### config.mk
export PLATFORM = sky130hd
export DESIGN_NAME = gray_ptr_rx_flat
export DESIGN_NICKNAME = d
export VERILOG_FILES = /design/src/rtl/gray_ptr_rx_pkg.sv /design/src/rtl/gray_ptr_rx_if.sv /design/src/rtl/gray_ptr_rx_sync_ff.sv /design/src/rtl/gray_ptr_rx.sv /design/src/flat_wrapper.sv
export SDC_FILE = /design/constraint.sdc
export NUM_CORES = 1
export LEC_CHECK = 0
export CAP_MARGIN = 30
export CORE_MARGIN = 5
export CORE_UTILIZATION = 57
export DETAILED_ROUTE_END_ITERATION = 10
export PLACE_DENSITY = 0.91
export SKIP_CTS_REPAIR_TIMING = 1
export SYNTH_ARGS = -nofsm -noshare
export SYNTH_HDL_FRONTEND = slang
export SYNTH_SLANG_ARGS = --single-unit
### constraint.sdc
create_clock -name clk -period 7.5 [get_ports clk]
set_clock_uncertainty 0.1 [all_clocks]
set_input_delay 1.5 -clock clk [delete_from_list [all_inputs] [get_ports clk]]
set_output_delay 1.5 -clock clk [all_outputs]
set_load 0.02 [all_outputs]
### src/rtl/gray_ptr_rx_pkg.sv
// Gray-code helpers shared by the pointer receiver, the matching encoder and
// the async FIFO. Functions work on a fixed 32-bit word; callers zero-extend
// narrower pointers, which leaves both conversions correct for any W <= 32.
package gray_ptr_rx_pkg;

  localparam int MAX_W = 32;

  typedef logic [MAX_W-1:0] word_t;

  // Binary to reflected gray: neighbouring values differ in exactly one bit.
  function automatic word_t bin_to_gray(input word_t b);
    return b ^ (b >> 1);
  endfunction

  // Gray to binary: each binary bit is the XOR of all gray bits at or above it.
  function automatic word_t gray_to_bin(input word_t g);
    word_t b;
    b[MAX_W-1] = g[MAX_W-1];
    for (int i = MAX_W - 2; i >= 0; i--) begin
      b[i] = b[i+1] ^ g[i];
    end
    return b;
  endfunction

  // Number of set bits. Used to detect multi-bit gray transitions.
  function automatic int unsigned popcount(input word_t v);
    int unsigned n;
    n = 0;
    for (int i = 0; i < MAX_W; i++) begin
      n = n + 32'(v[i]);
    end
    return n;
  endfunction

endpackage

### src/rtl/gray_ptr_rx_if.sv
// Bus between the foreign-domain pointer source and the gray receiver.
// master: side that supplies the gray pointer and clears errors.
// slave : the receiver itself.
interface gray_ptr_rx_if #(
  parameter int W = 8
);
  logic [W-1:0] gray_in;
  logic         err_clr;
  logic [W-1:0] bin_out;
  logic         changed;
  logic [W-1:0] delta;
  logic         err;

  modport master (
    output gray_in, err_clr,
    input  bin_out, changed, delta, err
  );

  modport slave (
    input  gray_in, err_clr,
    output bin_out, changed, delta, err
  );
endinterface

### src/rtl/gray_ptr_rx_sync_ff.sv
// Multi-flop synchroniser for a gray word arriving from another clock domain.
// Because the source only ever changes one bit per step, per-bit
// synchronisation yields either the old or the new word, never a blend.
module sync_ff #(
  parameter int W      = 8,
  parameter int STAGES = 2
) (
  input  logic         clk,
  input  logic         rst,
  input  logic [W-1:0] d,
  output logic [W-1:0] q
);

  logic [W-1:0] stage_q [STAGES];
  logic [W-1:0] stage_d [STAGES];

  genvar gi;
  generate
    for (gi = 0; gi < STAGES; gi++) begin : g_stage
      if (gi == 0) begin : g_first
        assign stage_d[gi] = d;
      end else begin : g_rest
        assign stage_d[gi] = stage_q[gi-1];
      end

      // One synchroniser stage, cleared to zero on reset.
      always_ff @(posedge clk or posedge rst) begin
        if (rst) stage_q[gi] <= '0;
        else     stage_q[gi] <= stage_d[gi];
      end
    end
  endgenerate

  assign q = stage_q[STAGES-1];

endmodule

### src/rtl/gray_ptr_rx.sv
// Consumer side of a gray-coded pointer crossing: synchronise, detect updates,
// decode to binary, report step size and flag multi-bit (illegal) transitions.
module gray_ptr_rx
  import gray_ptr_rx_pkg::*;
#(
  parameter int W           = 8,
  parameter int SYNC_STAGES = 2
) (
  input  logic         clk,
  input  logic         rst,
  gray_ptr_rx_if.slave bus
);

  logic [W-1:0] g_s;
  logic [W-1:0] dec;
  logic         update;
  logic         multi_bit;

  logic [W-1:0] g_p_q,     g_p_d;
  logic [W-1:0] bin_q,     bin_d;
  logic [W-1:0] delta_q,   delta_d;
  logic         changed_q, changed_d;
  logic         err_q,     err_d;

  sync_ff #(
    .W      (W),
    .STAGES (SYNC_STAGES)
  ) u_sync (
    .clk (clk),
    .rst (rst),
    .d   (bus.gray_in),
    .q   (g_s)
  );

  // Update detection, decode and error/step computation for the next cycle.
  always_comb begin
    update    = (g_s != g_p_q);
    dec       = W'(gray_to_bin(word_t'(g_s)));
    multi_bit = (popcount(word_t'(g_s ^ g_p_q)) > 1);

    g_p_d     = g_p_q;
    bin_d     = bin_q;
    delta_d   = delta_q;
    changed_d = 1'b0;
    err_d     = err_q;

    if (update) begin
      g_p_d     = g_s;
      bin_d     = dec;
      delta_d   = dec - bin_q;
      changed_d = 1'b1;
    end

    // A fresh error outranks a clear arriving in the same cycle.
    if (update && multi_bit) err_d = 1'b1;
    else if (bus.err_clr)    err_d = 1'b0;
  end

  // Receiver state; zero reset makes gray 0 the initial reference.
  always_ff @(posedge clk or posedge rst) begin
    if (rst) begin
      g_p_q     <= '0;
      bin_q     <= '0;
      delta_q   <= '0;
      changed_q <= 1'b0;
      err_q     <= 1'b0;
    end else begin
      g_p_q     <= g_p_d;
      bin_q     <= bin_d;
      delta_q   <= delta_d;
      changed_q <= changed_d;
      err_q     <= err_d;
    end
  end

  assign bus.bin_out = bin_q;
  assign bus.delta   = delta_q;
  assign bus.changed = changed_q;
  assign bus.err     = err_q;

endmodule
### src/flat_wrapper.sv
// flat-port wrapper written by rule: the top's interface ports become plain ports
module gray_ptr_rx_flat import gray_ptr_rx_pkg::*;
#(
  parameter int W           = 8,
  parameter int SYNC_STAGES = 2
)
  (clk, rst, bus_gray_in, bus_err_clr, bus_bin_out, bus_changed, bus_delta, bus_err);
  gray_ptr_rx_if #(.W(W)) bus_i ();
  input  logic clk;
  input  logic rst;
  input wire logic [$bits(bus_i.gray_in)-1:0] bus_gray_in;
  input wire logic [$bits(bus_i.err_clr)-1:0] bus_err_clr;
  output wire logic [$bits(bus_i.bin_out)-1:0] bus_bin_out;
  output wire logic [$bits(bus_i.changed)-1:0] bus_changed;
  output wire logic [$bits(bus_i.delta)-1:0] bus_delta;
  output wire logic [$bits(bus_i.err)-1:0] bus_err;
  assign bus_i.gray_in = bus_gray_in;
  assign bus_i.err_clr = bus_err_clr;
  assign bus_bin_out = bus_i.bin_out;
  assign bus_changed = bus_i.changed;
  assign bus_delta = bus_i.delta;
  assign bus_err = bus_i.err;
  gray_ptr_rx #(.W(W), .SYNC_STAGES(SYNC_STAGES)) u_core (.clk(clk), .rst(rst), .bus(bus_i));
endmodule
=== Yosys cells after proc, flatten, opt, wreduce, memory -nomap -nowiden ===
Index checks and enable logic that the tools add are counted.

* Eq/ne operators: 1
* Multiplexer cells: 3
* Bitwise gates (word level): 8
* Magnitude comparators: 1
* Reductions and logical operators: 2
* Add/subtract/negate cells: 32

{| class="wikitable"
|+ Operators with widths
! kind !! count
|-
| adder 32 x 1 -> 32 bit, second input constant || 24
|-
| adder 32 x 1 -> 32 bit || 6
|-
| greater-than comparator 32 x 1 -> 1 bit, second input constant || 1
|-
| inequality test 8 bit || 1
|-
| subtractor 8 bit || 1
|-
| bitwise XOR 8 bit || 1
|-
| bitwise XOR 1 bit || 7
|-
| two-way mux 1 bit || 3
|-
| adder 1 x 1 -> 2 bit || 1
|-
| nonzero test 2 bit || 1
|-
| logical AND 1 bit || 1
|}

* Bits of input ports: 11
* Flip-flop bits (word level): 42

=== Longest topological paths before layout ===
Gate-level depths: netlist of run 1.

* Depth after elaboration: 35
* Depth in mapped cells: 14
* Depth with buffers taken out: 14

=== Hierarchy ===
A second synthesis of run 1 with hierarchy kept.

* Cells, all modules: 176
* Area, all modules: 2003.2 um^2

{| class="wikitable"
|+ Modules (own cells, without submodules)
! module !! cells each !! area each (um^2) !! times used !! sequential area each (um^2)
|-
| gray_ptr_rx || 159 || 1599.0 || 1 || 625.6
|-
| sync_ff || 17 || 404.1 || 1 || 400.4
|}

=== Worst setup path before layout of run 1 ===
OpenSTA, ideal clock, no wires.

* Path kind: reg2reg
* Start point: register u_core.u_sync.stage_q (netlist bit u_core.u_sync.q[1])
* End point: register u_core.err_q (netlist: u_core.bus.err)
* Slack: 4.125 ns
* Data arrival time: 3.146 ns
* Period minus slack after synthesis: 3.375 ns
* Cell stages (with the launch flop): 15
* Library setup time: 0.129 ns
* Cells stage by stage: dfrtp_1 > xor2_1 > inv_1 > ha_1 > fa_1 > inv_1 > fa_1 > inv_1 > fa_1 > inv_1 > fa_1 > a2111oi_0 > a21oi_1 > nor2b_1 > o22ai_1

* Word-level cells in the longest chain between the ends: 35
* Elaborated cells on any way between the ends: 37
* Classes of those cells: add/sub: 31; order compare: 1; eq/ne: 1; mux: 1; bitwise: 1; reduce/logical: 2

{| class="wikitable"
|+ Ends and longest elaborated chain
! element !! RTL line !! source
|-
| start, declared || gray_ptr_rx_sync_ff.sv:14 || <nowiki>logic [W-1:0] stage_q [STAGES];</nowiki>
|-
| start signal, assigned by index || gray_ptr_rx_sync_ff.sv:29 || <nowiki>else stage_q[gi] <= stage_d[gi];</nowiki>
|-
| bitwise XOR 8 bit || gray_ptr_rx.sv:39 || <nowiki>multi_bit = (popcount(word_t'(g_s ^ g_p_q)) > 1);</nowiki>
|-
| adder 1 x 1 -> 2 bit || gray_ptr_rx_pkg.sv:30 || <nowiki>n = n + 32'(v[i]);</nowiki>
|-
| adder 32 x 1 -> 32 bit (30 in series) || gray_ptr_rx_pkg.sv:30 ||
|-
| greater-than comparator 32 x 1 -> 1 bit || gray_ptr_rx.sv:39 ||
|-
| logical AND 1 bit (*) || gray_ptr_rx.sv:55 || <nowiki>if (update && multi_bit) err_d = 1'b1;</nowiki>
|-
| two-way mux 1 bit / nonzero test 2 bit (equally long branches) || -- ||
|-
| end signal, assigned || gray_ptr_rx.sv:72 || <nowiki>err_q <= err_d;</nowiki>
|-
| end, declared || gray_ptr_rx.sv:23 || <nowiki>logic err_q, err_d;</nowiki>
|}

Mark *: on every way between the ends. The rest lies on a longest branch, timed or not.
A chain may end at the register's enable or synchronous reset.

=== Worst setup path in the final report of run 1 ===
* Start point: register u_core.u_sync.stage_q (netlist bit u_core.u_sync.q[5])
* End point: register u_core.delta_q[6] (netlist: u_core.bus.delta[6])

* Word-level cells in the longest chain between the ends: 7
* Elaborated cells on any way between the ends: 8
* Classes of those cells: add/sub: 1; eq/ne: 1; bitwise: 6

{| class="wikitable"
|+ Ends and longest elaborated chain
! element !! RTL line !! source
|-
| bitwise XOR 1 bit (*) || gray_ptr_rx_pkg.sv:20 || <nowiki>b[i] = b[i+1] ^ g[i];</nowiki>
|-
| via u_core.dec[5] || gray_ptr_rx.sv:15 || <nowiki>logic [W-1:0] dec;</nowiki>
|-
| bitwise XOR 1 bit (*) || gray_ptr_rx_pkg.sv:20 ||
|-
| via u_core.dec[4] || gray_ptr_rx.sv:15 ||
|-
| bitwise XOR 1 bit (*) (2 in series) || gray_ptr_rx_pkg.sv:20 ||
|-
| via u_core.dec[2] || gray_ptr_rx.sv:15 ||
|-
| bitwise XOR 1 bit (*) || gray_ptr_rx_pkg.sv:20 ||
|-
| via u_core.dec[1] || gray_ptr_rx.sv:15 ||
|-
| bitwise XOR 1 bit || gray_ptr_rx_pkg.sv:20 ||
|-
| subtractor 8 bit (*) || gray_ptr_rx.sv:50 || <nowiki>delta_d = dec - bin_q;</nowiki>
|-
| end signal, assigned || gray_ptr_rx.sv:70 || <nowiki>delta_q <= delta_d;</nowiki>
|-
| end, declared || gray_ptr_rx.sv:21 || <nowiki>logic [W-1:0] delta_q, delta_d;</nowiki>
|}

Mark *: on every way through the listed nets, which the timed path passes. The rest lies on a longest branch.

==> results of run 1 <==
[synth_stat cells (2+ instances only)]
library cell	number	area share, %
nand2_1	17	3.2
nor3_1	2	0.50
xor2_4	2	2.8
a21oi_1	9	2.3
nor2b_1	2	0.63
xor2_1	7	3.1
buf_2	2	0.50
clkbuf_1	4	0.76
o21ai_0	10	2.5
xnor2_1	7	3.1
inv_1	21	4.0
ha_1	11	6.9
nor2_1	9	1.7
dfrtp_1	41	52
fa_1	5	5.0
[flip-flops by register name (all words and copies together) (netlist names)]
register and flops:
u_core.bus.bin_out 8, u_core.bus.delta 8, u_core.u_sync.q 8, u_core.u_sync.stage_d 8, u_core.g_p_q 7, u_core.bus.changed 1
u_core.bus.err 1
[how the worst min path moves through the flow]
stage | startpoint | to | slack (ps)
3_5_place_dp | u_core.u_sync.stage_d[0]$_DFF_PP0_ | u_core.u_sync.q[0]$_DFF_PP0_ | 230
4_1_cts | u_core.u_sync.stage_d[0]$_DFF_PP0_ | u_core.u_sync.q[0]$_DFF_PP0_ | 260
5_1_grt | u_core.u_sync.stage_d[6]$_DFF_PP0_ | u_core.u_sync.q[6]$_DFF_PP0_ | 270
3_3_place_gp | u_core.u_sync.stage_d[7]$_DFF_PP0_ | u_core.u_sync.q[7]$_DFF_PP0_ | 230
2_1_floorplan | u_core.u_sync.stage_d[0]$_DFF_PP0_ | u_core.u_sync.q[0]$_DFF_PP0_ | 230
6_report | u_core.u_sync.stage_d[7]$_DFF_PP0_ | u_core.u_sync.q[7]$_DFF_PP0_ | 250
[cells by family (layout without fill, tap and decap cells)]
family	count (synthesis)	in the layout	synth area share, %
AO/OA/AOI/OAI	28	28	8.63
XOR/XNOR	19	19	12.4
adder cells (fa/ha/maj)	16	16	12.0
buffers and inverters	32	59	7.56
flip-flops	41	41	51.7
AND/OR/NAND/NOR	33	33	7.75
[metrics by stage]
stage	hold WS, ps	instance area, sq um	utilization [%]
detailed placement	235	2260	67.3
global route	267	2330	69.4
CTS	261	2330	69.4
floorplan	231	1990	-
finish	251	2330	69.4
global placement	232	2260	67.3
[where the power goes]
part           switching (mW)  internal [mW]
Combinational           0.173          0.153
Sequential             0.0230          0.262
Clock                  0.0691         0.0544
Total                   0.265          0.469
[metal layers]
metal | up-vias | part of all wire (%)
met4 | 0 | 1.8
met1 | 583 | 41
met5 | - | 0
met2 | 37 | 51
li1 | 585 | -
met3 | 8 | 6.0
[area by class of cell]
type                            instances  area (sq um)
Timing Repair Buffer                   29           288
Clock inverter                          1          5.00
Clock buffer                            7          65.1
Fill cell                             273          1030
Inverter                               22          82.6
Multi-Input combinational cell         96           810
Sequential cell                        41          1030
Tap cell                               46          57.6
[worst register-to-register path: stages (launching register included)]
cell	delay (ps)
dfrtp_1	410
xor3_2	530
xor2_4	210
xnor2_4	260
xor2_4	250
xnor2_2	160
ha_1	210
inv_1	60
fa_1	400
a21o_1	200
a21oi_1	210
o21ai_0	120
a21oi_1	190
xor2_1	180
o21ai_0	100
[cell usage in the layout (no fill, tap or decap), types with 7 or more instances in the layout]
cell type	instances
inv_1	21
o21ai_0	10
xnor2_1	7
clkdlybuf4s50_1	28
ha_1	11
nor2_1	9
a21oi_1	9
dfrtp_1	41
xor2_1	7
nand2_1	17
==> flow_summary.yaml, run 1 <==
timing:
  finalWorstSetupSlack_ps: 3770
  fmax_mhz: 268
  rsz0062_at_grt: "no"
  slew_headroom_pct: 39.5
  worstMarginPinSlew_ps: 900
  final_max_slew_viol_count: 0
  fin_tns_setup_ps: 0
  hold_violations: 0
  period_share_pct: 49.7
  fin_crit_ps: 3730
  setup_violations: 0
route:
  wl_per_cell_microns: 13.9
  route.detailed.drc: 0
  detail-route-antenna-nets: 0
  drt-initial-drc-count: 41
  vias_per_cell: 5.01
  first_pass_iters: 4
  wl_mm: 3.36
  vias: 1213
clock_tree:
  cts_tree: "done"
  clk_latency_ps: 350
  htreeDepth: 2
  numCtsBuffers: 5
  cts.sinks: 41
  root_buffer: "clkbuf_4"
  max-clock-path-buffers: 2
  clk_pin_slew_ps: 120
critical_path:
  reg2reg_depth: 14
  criticalPathCategory: "reg2reg"
  cp-endpoint: "u_core.bus.delta[6]$_DFFE_PP0P_"
  critPathMaxFanout: 4
  start_kind: "register"
  timing.rr.start: "u_core.u_sync.q[5]$_DFF_PP0_"
  cp.required_ps: 7600
  max_stage_delay_ps: 530
  crit_path_start: "u_core.u_sync.q[5]$_DFF_PP0_"
  cp.depth: 14
  slowest_stage: "xor3_2"
  critPathTopFamily: "XOR/XNOR gates"
  path_cells: "xor3_2, xor2_4, xnor2_4, xor2_4, xnor2_2, ha_1, inv_1, fa_1, a21o_1, a21oi_1, o21ai_0, a21oi_1, xor2_1, o21ai_0"
  critPathBufInv: 1
  r2r_slack_ps: 3770
  arrival_ps: 3820
  cp-end-kind: "register"
  r2r_end: "u_core.bus.delta[6]$_DFFE_PP0P_"
logic_synthesis:
  ys_seq_area_share_pct: 51.7
  synth_ff_type: "dfrtp_1"
  syn_area_per_cell_sq_um: 11.7
  yosys_warnings: 0
  synth_cell_types: 35
  synthCells: 169
  syn_area_sq_um: 1990
  ys_seq_elements: 41
  synth_fp_nets: 196
  synthArstFlopShare_pct: 100
  synth_edf_count: 0
placed_design:
  place_ws_ps: 3780
  io_buffers: 28
  dpl.hpwl_mm: 2.55
  dp_cells: 234
  gp_congestion: 0.833
die:
  coreArea_sq_um: 3360
  num_rows: 21
  die_h_microns: 69.0
  die_w_microns: 69.0
  io_pins: 29
  die_area_sq_um: 4760
  start_util_pct: 59.0
pwr:
  power_mw: 0.734
  peakVddDrop_v: 0.000158
  p_per_area_nw_per_um2: 315
  p_leak_nw: 1.09
global_routing:
  grt-ovfl-total: 0
  use_met2_pct: 27.0
  grt_max_degree: 42
  grt_pass1_wl_mm: 5.98
  grt.total_usage_pct: 15.6
  antenna_found_initial: 0
  met1_usage_pct: 18.0
  first_global_vias: 1324
  grt_use_met3_pct: 5.09
  grt_most_used_layer: "met2"
worst_hold_path:
  worstHoldPathType: "reg2reg"
  holdPathStages: 0
finish:
  fin_cells: 242
  antennaDiodeCount: 0
  nets: 222
  synthToLayoutAreaGrowth_pct: 17.5
  drive_above_1_share_pct: 9.18
status:
  outcome: "finished clean"
job:
  maxCapViolCount: 0
(Power assumes the default switching activity.)
==> inputs of run 2 (changes only) <==
--- a/config.mk
+++ b/config.mk
@@ -7,9 +7,9 @@
 export LEC_CHECK = 0
 export CAP_MARGIN = 30
 export CORE_MARGIN = 5
-export CORE_UTILIZATION = 57
+export CORE_UTILIZATION = 53
 export DETAILED_ROUTE_END_ITERATION = 10
-export PLACE_DENSITY = 0.91
+export PLACE_DENSITY = 0.86
 export SKIP_CTS_REPAIR_TIMING = 1
 export SYNTH_ARGS = -nofsm -noshare
 export SYNTH_HDL_FRONTEND = slang
==> constraint.sdc (replaced) <==
create_clock -name clk -period 3.7 [get_ports clk]
set_clock_uncertainty 0.1 [all_clocks]
set_input_delay 0.74 -clock clk [delete_from_list [all_inputs] [get_ports clk]]
set_output_delay 0.74 -clock clk [all_outputs]
set_load 0.02 [all_outputs]
==> run 2 against run 1 <==
Critical path depth unchanged. Die area increased by 6.4%. Routed wire length increased by 1.5%. Setup slack got worse by 3600 ps. Count of clock-buffer cells in the layout decreased by 1. Combinational power increased by 120%. Clock power increased to 3.0 times the previous value. Utilization decreased by 0.99 points. Register-to-register slack got worse by 3600 ps. Largest power group unchanged.
==> flow_summary.yaml, run 2 (synthesized netlist as in run 1, its figures left out) <==
die:
  io_pins: 29
  die_w_microns: 71.2
  num_rows: 22
  coreArea_sq_um: 3630
  die_h_microns: 71.2
  die_area_sq_um: 5070
  start_util_pct: 54.6
timing:
  setup_violations: 0
  worstMarginPinSlew_ps: 481
  worst_hold_slack_ps: 242
  slew_headroom_pct: 67.8
  fin_tns_setup_ps: 0
  hold_violations: 0
  fin_crit_ps: 3510
  final_max_slew_viol_count: 0
  fmax_mhz: 285
  period_share_pct: 94.9
clock_tree:
  root_buffer: "clkbuf_8"
  cts.sinks: 41
  cts_tree: "done"
  max-clock-path-buffers: 2
  htreeDepth: 2
  clk_pin_slew_ps: 80
  numCtsBuffers: 5
  clk_latency_ps: 290
global_routing:
  first_global_vias: 1242
  grt.total_usage_pct: 14.4
  antenna_found_initial: 0
  grt-ovfl-total: 0
  grt_max_degree: 42
  grt_pass1_wl_mm: 5.66
route:
  wl_met3_microns: 172
  highest_layer: "met4"
  detail-route-antenna-nets: 0
  first_pass_iters: 4
  wl_per_cell_microns: 13.4
  route.detailed.drc: 0
  met2_length_mm: 1.66
  m1WireLength_mm: 1.49
  wl_mm: 3.41
  drt-initial-drc-count: 85
  vias: 1232
  vias_per_cell: 4.85
finish:
  antennaDiodeCount: 0
  layout_common_cells: "38 x dfrtp_1, 28 x clkdlybuf4s50_1, 21 x inv_1"
  seqCellArea_sq_um: 1030
  final_common_cell: "dfrtp_1"
  synthToLayoutAreaGrowth_pct: 25.1
  multi_input_area_sq_um: 830
  fill_cells: 267
  nets: 232
  drive_above_1_share_pct: 17.0
pwr:
  internal-power_mw: 1.10
  p_per_area_nw_per_um2: 666
  clkPwrFrac_pct: 22.3
  power_mw: 1.66
  swShare_pct: 33.6
  comb_power_share_pct: 42.7
  p_switching_mw: 0.557
  p_leak_nw: 1.15
  p_seq_share_pct: 35.1
  peakVddDrop_v: 0.000316
critical_path:
  start_kind: "register"
  arrival_ps: 3580
  cp.required_ps: 3770
  critPathMaxFanout: 4
  criticalPathCategory: "reg2reg"
  cp-end-kind: "register"
worst_hold_path:
  worstHoldPathType: "reg2reg"
job:
  maxCapViolCount: 0
placed_design:
  gp_congestion: 0.767
  io_buffers: 28
  dpl.hpwl_mm: 2.37
status:
  outcome: "finished clean"
-- run 2: cell types whose count changed in the layout (fill, tap and decap cells not counted), moves of 3 or more --
cell,previous run,this run
clkbuf_4,5,0
buf_4,1,11
dfrtp_1,41,38
dfrtp_2,0,3
clkbuf_8,2,6
-- run 2: area by class of cell --
type | instances | share of cell area (%)
clock inverter | 2 | 1.51
sequential | 41 | 41.4
inverter | 22 | 3.32
tap | 48 | 2.42
multi-input combinational | 96 | 33.4
timing repair buffer | 39 | 14.6
clock buffer | 6 | 3.32
-- run 2: critical path, cell delays in order (launching register included) --
cell and delay, ps:
dfrtp_2 440, xor3_2 460, xor2_4 210, xnor2_4 240, xor2_4 240, xnor2_2 150, ha_2 220, inv_1 60
fa_1 400, a21o_1 210, a21oi_2 160, o21ai_0 110, a21oi_1 170, xor2_1 150, o21ai_0 80
-- run 2: final timing paths --
check | slack (ps) | to | startpoint | cells past startpoint
min | 240 | u_core.u_sync.q[6]$_DFF_PP0_ | u_core.u_sync.stage_d[6]$_DFF_PP0_ | 0
min reg2reg | 240 | u_core.u_sync.q[6]$_DFF_PP0_ | u_core.u_sync.stage_d[6]$_DFF_PP0_ | 0
max | 190 | u_core.bus.delta[6]$_DFFE_PP0P_ | u_core.u_sync.q[6]$_DFF_PP0_ | 14
max reg2reg | 190 | u_core.bus.delta[6]$_DFFE_PP0P_ | u_core.u_sync.q[6]$_DFF_PP0_ | 14
min in group asynchronous | 760 | u_core.u_sync.q[5]$_DFF_PP0_ | rst | 3
max in group asynchronous | 2370 | u_core.u_sync.q[1]$_DFF_PP0_ | rst | 3
-- run 2: power by group through the flow --
stage	logic, mW	registers (mW)	clock network (mW)
6_report	0.706	0.581	0.369
5_1_grt	0.780	0.593	0.398
4_1_cts	0.662	0.584	0.379
3_5_place_dp	0.652	0.591	0
3_3_place_gp	0.641	0.588	0
2_1_floorplan	0.340	0.670	0
-- run 2: layer usage --
metal,global-route usage [%],vias to the layer above
met5,0,-
met4,6.26,0
met3,3.93,10
met2,23.1,32
met1,18.5,585
li1,-,605
-- run 2: stage by stage --
step                util, %  setup WS [ps]  std cells  area [sq um]
finish                 68.4            188        254          2480
global route           68.4          -50.8        254          2480
CTS                    66.1         -0.146        246          2400
detailed placement     62.8          -16.8        238          2280
global placement       62.8            150        238          2280
floorplan                 -            325        169          1990
